<file path="src/rtl/id_hazard_ctrl.sv">
// Decode-stage hazard controller: tracks in-flight destinations in EX/MEM/WB and
// derives stall, bubble and operand-forward selects for the instruction in ID.
module id_hazard_ctrl #(
  parameter bit FWD_EN = 1'b1,
  parameter int CNT_W  = 16
) (
  input  logic             clk,
  input  logic             rst,
  input  logic             id_valid,
  input  logic [4:0]       id_rs,
  input  logic [4:0]       id_rt,
  input  logic             id_uses_rt,
  input  logic             id_wreg,
  input  logic             id_m2reg,
  input  logic [4:0]       id_dest,
  input  logic             flush,
  output logic             stall,
  output logic             bubble,
  output logic [1:0]       fwd_a,
  output logic [1:0]       fwd_b,
  output logic [CNT_W-1:0] stall_cnt
);

  // Stage index: 0 = EX (youngest), 1 = MEM, 2 = WB
  localparam int NS = 3;

  logic [NS-1:0]      v_reg;
  logic [NS-1:0]      wreg_reg;
  logic [NS-1:0]      m2reg_reg;
  logic [NS-1:0][4:0] dest_reg;
  logic [CNT_W-1:0]   stall_cnt_reg;

  logic [NS-1:0] match_rs;
  logic [NS-1:0] match_rt;

  generate
    for (genvar gi = 0; gi < NS; gi++) begin : g_match
      logic writer;
      assign writer       = v_reg[gi] & wreg_reg[gi] & (dest_reg[gi] != 5'd0);
      assign match_rs[gi] = id_valid & writer & (id_rs == dest_reg[gi]);
      assign match_rt[gi] = id_valid & writer & id_uses_rt & (id_rt == dest_reg[gi]);
    end
  endgenerate

  // Youngest matching stage wins; a load still in EX has no result to forward yet.
  function automatic logic [1:0] fwd_sel(input logic [NS-1:0] m, input logic ex_load);
    if (m[0] && !ex_load) return 2'b01;
    else if (m[1])        return 2'b10;
    else if (m[2])        return 2'b11;
    else                  return 2'b00;
  endfunction

  always_comb begin
    stall = 1'b0;
    fwd_a = 2'b00;
    fwd_b = 2'b00;
    if (FWD_EN) begin
      stall = id_valid & ~flush & m2reg_reg[0] & (match_rs[0] | match_rt[0]);
      fwd_a = fwd_sel(match_rs, m2reg_reg[0]);
      fwd_b = fwd_sel(match_rt, m2reg_reg[0]);
    end else begin
      stall = id_valid & ~flush & (|(match_rs | match_rt));
    end
  end

  assign bubble    = stall | flush;
  assign stall_cnt = stall_cnt_reg;

  always_ff @(posedge clk or posedge rst) begin
    if (rst) begin
      v_reg         <= '0;
      wreg_reg      <= '0;
      m2reg_reg     <= '0;
      dest_reg      <= '0;
      stall_cnt_reg <= '0;
    end else begin
      v_reg     <= {v_reg[NS-2:0], id_valid & ~stall & ~flush};
      wreg_reg  <= {wreg_reg[NS-2:0], id_wreg};
      m2reg_reg <= {m2reg_reg[NS-2:0], id_m2reg};
      dest_reg  <= {dest_reg[NS-2:0], id_dest};
      if (stall && (stall_cnt_reg != {CNT_W{1'b1}}))
        stall_cnt_reg <= stall_cnt_reg + 1'b1;
    end
  end

endmodule
</file>
<file path="config.mk">
export PLATFORM = sky130hd
export DESIGN_NAME = id_hazard_ctrl
export DESIGN_NICKNAME = d
export VERILOG_FILES = /design/src/rtl/id_hazard_ctrl.sv
export SDC_FILE = /design/constraint.sdc
export NUM_CORES = 1
export LEC_CHECK = 0
export BUFFER_PORTS_ARGS = -buffer_cell sky130_fd_sc_hd__clkbuf_2
export CAP_MARGIN = 20
export CORE_MARGIN = 10
export CORE_UTILIZATION = 35
export CTS_BUF_LIST = sky130_fd_sc_hd__clkbuf_16
export DETAILED_ROUTE_END_ITERATION = 7
export PLACE_DENSITY = 0.59
export SETUP_SLACK_MARGIN = 0.3
export SYNTH_ARGS = -nofsm -noshare
export SYNTH_HDL_FRONTEND = slang
export SYNTH_SLANG_ARGS = --single-unit
</file>
<file path="constraint.sdc">
create_clock -name clk -period 4.1 [get_ports clk]
set_input_delay 1.23 -clock clk [delete_from_list [all_inputs] [get_ports clk]]
set_output_delay 1.23 -clock clk [all_outputs]
set_load 0.01 [all_outputs]
</file>
* After elaboration in Yosys (flattened, before gate mapping) *
Index checks and enable logic that the tools add are counted.

word-level totals
  register bits = 38
  output and inout bits = 22
  logic and storage cells = 55
  input bits = 22

operators by class
  bitwise gates (word level) = 27
  multiplexer cells = 6
  reduce and logical (&&, ||, !) cells = 7
  eq/ne operators = 7
  add/sub/neg operators = 1

operators by type and width
  cell                   count
  $eq 5x5->1             6
  $and 1x1->1            23
  $add 16x1->16 const B  1
  $ne 16x16->1 const B   1
  $reduce_bool 5->1      3
  $mux 2                 6
  $logic_and 1x1->1      3
  $not 1->1              2
  $or 1x1->1             2
  $logic_not 1->1        1

* Longest topological paths before layout *
Gate-level depths: netlist of run 1.

  word-level depth = 10
  depth in mapped cells = 7
  depth with buffers taken out = 7

* Least setup slack after synthesis of run 1 *
No wires, ideal clock.

  path type = in2out
  start point = input id_rt[1]
  end point = output fwd_b[1]
  arrival time = 2.487 ns
  cell stages on the path = 5
  setup slack = 0.383 ns
  path buffers = 0
  required time = 2.870 ns
  cell sequence = xor2_1 nor4_2 nand3_2 or4_1 a21boi_2

between the ends
  word-level cells in the longest chain between the ends = 5
  elaborated cells between the ends (all ways) = 10
  those cells by class = 3 x eq/ne; 3 x mux; 3 x bitwise; 1 x reduce/logical

ends and longest elaborated chain
  element      line  source
  from (decl)  11    input logic [4:0] id_rt,
  $eq 5x5->1   41    assign match_rt[gi] = id_valid & writer & id_uses_rt & (id_rt == dest_reg[gi]);
  $and 1x1->1  41
  $mux 2       49    else if (m[2]) return 2'b11;
  $mux 2       48    else if (m[1]) return 2'b10;
  $mux 2 *     47    if (m[0] && !ex_load) return 2'b01;
  to (decl)    20    output logic [1:0] fwd_b,

Mark *: on every way between the ends. The rest lies on a longest branch, timed or not.

* Worst setup path in the final report of run 1 *
Ends and elaborated chain as after synthesis.

==> results of run 1 <==
[per-layer routing]
| metal | vias up | routed length, um |
|---|---|---|
| li1 | 691 | - |
| met1 | 672 | 2043 |
| met2 | 34 | 1981 |
| met3 | 5 | 300 |
| met4 | 0 | 48 |
| met5 | - | 0 |
[final cells by class]
class	instances	area [sq um]
clock buffers	5	125.1
multi-input cells	121	953.4
well taps	70	87.58
repair buffers	52	317.8
flip-flops and latches	38	950.9
fillers	480	2716
clock inverters	2	10.01
inverters	3	11.26
[final timing paths]
| path | from | endpoint | slack, ps | cells after the start |
|---|---|---|---|---|
| max in group asynchronous | rst | dest_reg[11] | 2740 | 3 |
| setup reg to reg | dest_reg[3] | stall_cnt[1] | 1860 | 10 |
| setup / recovery | id_rt[1] | fwd_b[1] | 90 | 7 |
| hold / removal | v_reg[1] | v_reg[2] | 380 | 0 |
| min in group asynchronous | rst | wreg_reg[1] | 1030 | 3 |
| hold reg to reg | v_reg[1] | v_reg[2] | 380 | 0 |
[logic make-up (layout without fill, tap and decap cells)]
group	Yosys count	count (layout)	share of synthesized area
flip-flops	38	38	0.5033
adder cells (fa/ha/maj)	1	1	0.006621
multiplexers	1	1	0.007945
AO/OA/AOI/OAI	9	9	0.04239
AND/OR/NAND/NOR	66	66	0.2238
XOR/XNOR	44	44	0.2040
buffers and inverters	4	62	0.01192
[cells in the final DEF, fill, tap and decap left out, drive strengths merged, types with 3 or more instances in the layout]
master and n:
clkbuf 41, dfrtp 38, xnor2 26, xor2 18
buf 16, nand3 11, nand2 9, nand4 8
nor4 7, nor2 6, and4 4, and3 4
or4 4, inv 3, nor3 3, and2 3
a21oi 3
[critical path: stages]
cell      delay [ps]
buf_8            100
xor2_1           140
nor4_2           330
nand3_2          110
or4_4            560
a21boi_2         170
buf_2            140
[power by group]
group	internal, uW	total (uW)	switching, uW
clock network	219	356	137
registers	387	400	13.2
logic	34.2	69.1	34.9
[repair_timing]
item,CTS,global route
endpoints found under the setup margin,4,6
pin swaps,2,5
setup buffers,1,4
gates resized for setup,7,16
[metrics by stage]
stage          hold slack (ps)  total power [uW]  instance area (sq um)
2_1_floorplan            353.3             440.0                   1889
3_3_place_gp             355.9             469.0                   2211
3_5_place_dp             369.3             469.4                   2211
4_1_cts                  381.0             830.0                   2385
5_1_grt                  392.0             864.1                   2456
6_report                 380.0             825.2                   2456
==> results.yml, run 1 <==
worst_setup_path:
  worstPathArrival_ps: 2780
  startpoint_type: "input pin"
  worstSetupPathType: "input pin to primary output"
  cp-end-kind: "primary output"
  cp.required_ps: 2870
  path_max_fanout: 3
global_route:
  grt_pass1_vias: 1486
  antenna_found_initial: 0
  grt_max_degree: 39
  track_usage: 0.1032
  use_met3: 0.03917
  gr-total-overflow: 0
  grt_first_pass_wirelength_um: 7341
  grtUsageMet1: 0.1369
  use_met2: 0.1514
  grt_most_used_layer: "met2"
yosys:
  syn_area_per_cell_sq_um: 11.59
  synth_cells: 163
  yosysWarnings: 0
  yosys.cell_types.count: 34
  synth_seq_cells: 38
  async_reset_ff_frac: 1.000
  synth-edff-count: 0
  synth_most_common_cell: "dfrtp_1"
  synth_top_area_cell: "dfrtp_1"
  yosys-top-cells-count: "38 x dfrtp_1, 26 x xnor2_1, 18 x xor2_1"
  ys_seq_area_frac: 0.5033
  syn_area_sq_um: 1889
  synth-main-ff-cell: "dfrtp_1"
  synth.top_cell.area_share: 0.5033
  synthTopCellsByArea: "dfrtp_1 50%, xnor2_1 12%, xor2_1 8.3%"
  synth_fp_nets: 186
placement:
  gp_congestion: 0.8184
  placedCellCount: 279
  numPortBuffers: 43
  dpl.hpwl_um: 3417
  pre_cts_ws_ps: 79.35
clock_tree:
  tritoncts: "built"
  clk_latency_ps: 280
  cts_buffers: 5
  cts_root_buf: "clkbuf_16"
  clk_pin_slew_ps: 50
  clock_path_buffers: 2
  hold_buffers: 0
  cts_max_level: 2
  clock-sinks: 38
routing:
  route.vias.total: 1402
  post_drt_wl_per_cell_um: 15.02
  drc_errors: 0
  wl_um: 4372
  drt-initial-drc-count: 47
  firstDrtPassIters: 4
  viasPerCell: 4.818
  postRouteAntennaNets: 0
floorplan:
  core_area_sq_um: 5172
  fp.dieW_um: 93.47
  fp-row-count: 26
  ioPinCount: 44
  die_area_sq_um: 8737
  start_util: 0.3653
  die_h_um: 93.47
pwr:
  leakagePower_uw: 0.001095
  ir_drop_mv: 0.2233
  power_density_nw_per_um2: 336.0
timing:
  fmax_ghz: 0.2495
  setup_viol: 0
  finalSetupTns_ps: 0
  rsz0062_at_grt: "yes"
  fin_ws_ps: 91.67
  worst_slew_pin_slew_ps: 492.9
  slew_violations: 0
  period_minus_slack_ps: 4008
  clock-skew-final_ps: 5.028
  relSlewSlack: 0.6684
  finalCritPeriodShare: 0.9776
  hold_viol_final: 0
cells_and_area:
  area_growth_pct: 30.00
  post-route-util: 0.4748
  fin_nets: 244
  drive_gt1_frac: 0.3575
  fin_cells: 291
  largest_register_ffs: 16
  n_antenna_cell: 0
job:
  cap_viol_max_count: 0
status:
  outcome: "finished, final reports clean"
min_path:
  hold_class: "flop to flop"
No activity file was read; power rests on OpenSTA's default activity.
==> run 2, diff against run 1 <==
ABC_AREA = 1   (was default)
PLACE_DENSITY = 0.58   (was 0.59)
==> results.yml, run 2 <==
status:
  outcome: "finished, final reports clean"
worst_setup_path:
  cp-end-kind: "primary output"
  slowest_delay_ps: 290
  worstPathArrival_ps: 2300
  critical_path.reg2reg.startpoint: "stall_cnt[0]"
  path_cells: "clkbuf_2 -> or2_2 -> a21oi_1 -> nand4_1 -> o21ai_0 -> nand2_1 -> inv_1 -> clkbuf_2"
  cpMaxStageDelayCell: "or2_2"
  cp-startpoint: "id_rt[0]"
  startpoint_type: "input pin"
  cp.required_ps: 2870
  critPathTopFamily: "simple AND/OR/NAND/NOR gates"
  path_max_fanout: 5
  cp_num_buf_inv: 3
  worstSetupPathType: "input pin to primary output"
  crit_top_cell: "clkbuf_2"
timing:
  finalCritPeriodShare: 0.8604
  fin_ws_ps: 572.4
  relSlewSlack: 0.6785
  hold_viol_final: 0
  slew_violations: 0
  setup_viol: 0
  finalSetupTns_ps: 0
  worst_slew_pin_slew_ps: 482.3
  rsz0062_at_grt: "no"
  clock-skew-final_ps: 7.835
  fmax_ghz: 0.2835
  period_minus_slack_ps: 3528
floorplan:
  fp.dieW_um: 99.35
  core_area_sq_um: 6026
  ioPinCount: 44
  start_util: 0.3657
  fp-row-count: 28
  die_area_sq_um: 9869
  die_h_um: 99.35
clock_tree:
  clock-sinks: 38
  cts_resized: 0
  cts_root_buf: "clkbuf_16"
  cts_buffers: 5
  cts_max_level: 2
  post_cts_buffers: 0
  hold_buffers: 0
  clock_path_buffers: 2
  clk_latency_ps: 280
  tritoncts: "built"
  clk_pin_slew_ps: 50
cells_and_area:
  largest_register_ffs: 16
  final_common_cell: "nand2_1"
  final_cell_mix: "91 x nand2_1, 43 x clkbuf_2, 39 x inv_1"
  fin_nets: 367
  n_antenna_cell: 0
  drive_gt1_frac: 0.1768
  fin_cells: 420
  fillers: 605
  area_growth_pct: 22.32
yosys:
  synth_seq_cells: 38
  synth_top_area_cell: "dfrtp_1"
  syn_area_per_cell_sq_um: 7.419
  async_reset_ff_frac: 1.000
  syn_area_sq_um: 2203
  synth-edff-count: 0
  yosys-top-cells-count: "91 x nand2_1, 39 x inv_1, 38 x dfrtp_1"
  yosys.cell_types.count: 20
  ys_seq_area_frac: 0.4316
  synth.top_cell.area_share: 0.4316
  synthTopCellsByArea: "dfrtp_1 43%, nand2_1 16%, xor2_1 7.2%"
  synth-main-ff-cell: "dfrtp_1"
  synth_fp_nets: 320
  yosysWarnings: 0
  synth_cells: 297
  synth_most_common_cell: "nand2_1"
routing:
  drt-initial-drc-count: 97
  firstDrtPassIters: 4
  route.vias.total: 2020
  viasPerCell: 4.810
  post_drt_wl_per_cell_um: 12.96
  postRouteAntennaNets: 0
  drc_errors: 0
  wl_um: 5442
pwr:
  switchingPower_uw: 199.3
  switching_share: 0.2077
  power_density_nw_per_um2: 356.1
  pwr-share-comb: 0.071
  ir_drop_mv: 0.2053
  leakagePower_uw: 0.001408
  intPower_uw: 760.5
  seq_power_share: 0.415
  clockPowerShare: 0.514
global_route:
  grt_max_degree: 39
  gr-total-overflow: 0
  antenna_found_initial: 0
  grt_first_pass_wirelength_um: 9315
  grt_pass1_vias: 1964
  track_usage: 0.1133
min_path:
  hold_class: "flop to flop"
  worstHoldStart: "v_reg[1]"
placement:
  numPortBuffers: 43
  gp_congestion: 0.8785
  placedCellCount: 412
  pre_cts_ws_ps: 562.2
  dpl.hpwl_um: 4113
job:
  cap_viol_max_count: 0
run 2: path summary, 6_finish.rpt:
kind                           endpoint  slack, ps  cells after the start
setup / recovery               fwd_b[1]        570                      8
hold / removal                 v_reg[2]        370                      0
setup reg to reg           stall_cnt[2]       2140                      9
hold reg to reg                v_reg[2]        370                      0
max in group asynchronous   dest_reg[3]       2730                      3
min in group asynchronous  stall_cnt[5]       1040                      3
run 2: final cells by class:
class / instances / area, sq um / share of cell area
Multi-Input combinational cell: 214 / 1077 / 0.3997
Clock buffer: 5 / 125.1 / 0.04643
Timing Repair Buffer: 46 / 237.7 / 0.08821
Clock inverter: 3 / 63.81 / 0.02368
Tap cell: 75 / 93.84 / 0.03482
Sequential cell: 38 / 950.9 / 0.3528
Inverter: 39 / 146.4 / 0.05432
run 2: logic make-up (layout without fill, tap and decap cells):
group | count (synthesis) | in the layout | share of synthesized area
AND/OR/NAND/NOR | 177 | 177 | 0.3549
buffers and inverters | 45 | 93 | 0.08177
flip-flops | 38 | 38 | 0.4316
XOR/XNOR | 26 | 26 | 0.1034
AO/OA/AOI/OAI | 10 | 10 | 0.02271
adder cells (fa/ha/maj) | 1 | 1 | 0.005678
run 2: through the flow:
step	total power, uW	area [sq um]	utilization	hold slack (ps)
2_1_floorplan	443.8	2203	-	353.5
3_3_place_gp	473.3	2506	0.4159	358.5
3_5_place_dp	473.9	2506	0.4159	363.4
4_1_cts	972.3	2695	0.4473	374.5
5_1_grt	999.6	2695	0.4473	389.0
6_report	959.8	2695	0.4473	371.5
run 2: layer usage:
| metal | track usage | share of wire | vias to the layer above |
|---|---|---|---|
| li1 | - | - | 1031 |
| met1 | 0.1284 | 0.42 | 929 |
| met2 | 0.1909 | 0.49 | 53 |
| met3 | 0.04498 | 0.075 | 7 |
| met4 | 0.03528 | 0.0070 | 0 |
| met5 | 0 | 0 | - |
run 2: power by group through the flow:
| stage | clock network [uW] | registers (uW) | logic (uW) |
|---|---|---|---|
| 2_1_floorplan | 0 | 402 | 41.9 |
| 6_report | 494 | 398 | 68.0 |
| 5_1_grt | 522 | 400 | 77.7 |
| 4_1_cts | 505 | 398 | 69.4 |
| 3_5_place_dp | 0 | 405 | 69.0 |
| 3_3_place_gp | 0 | 405 | 68.7 |
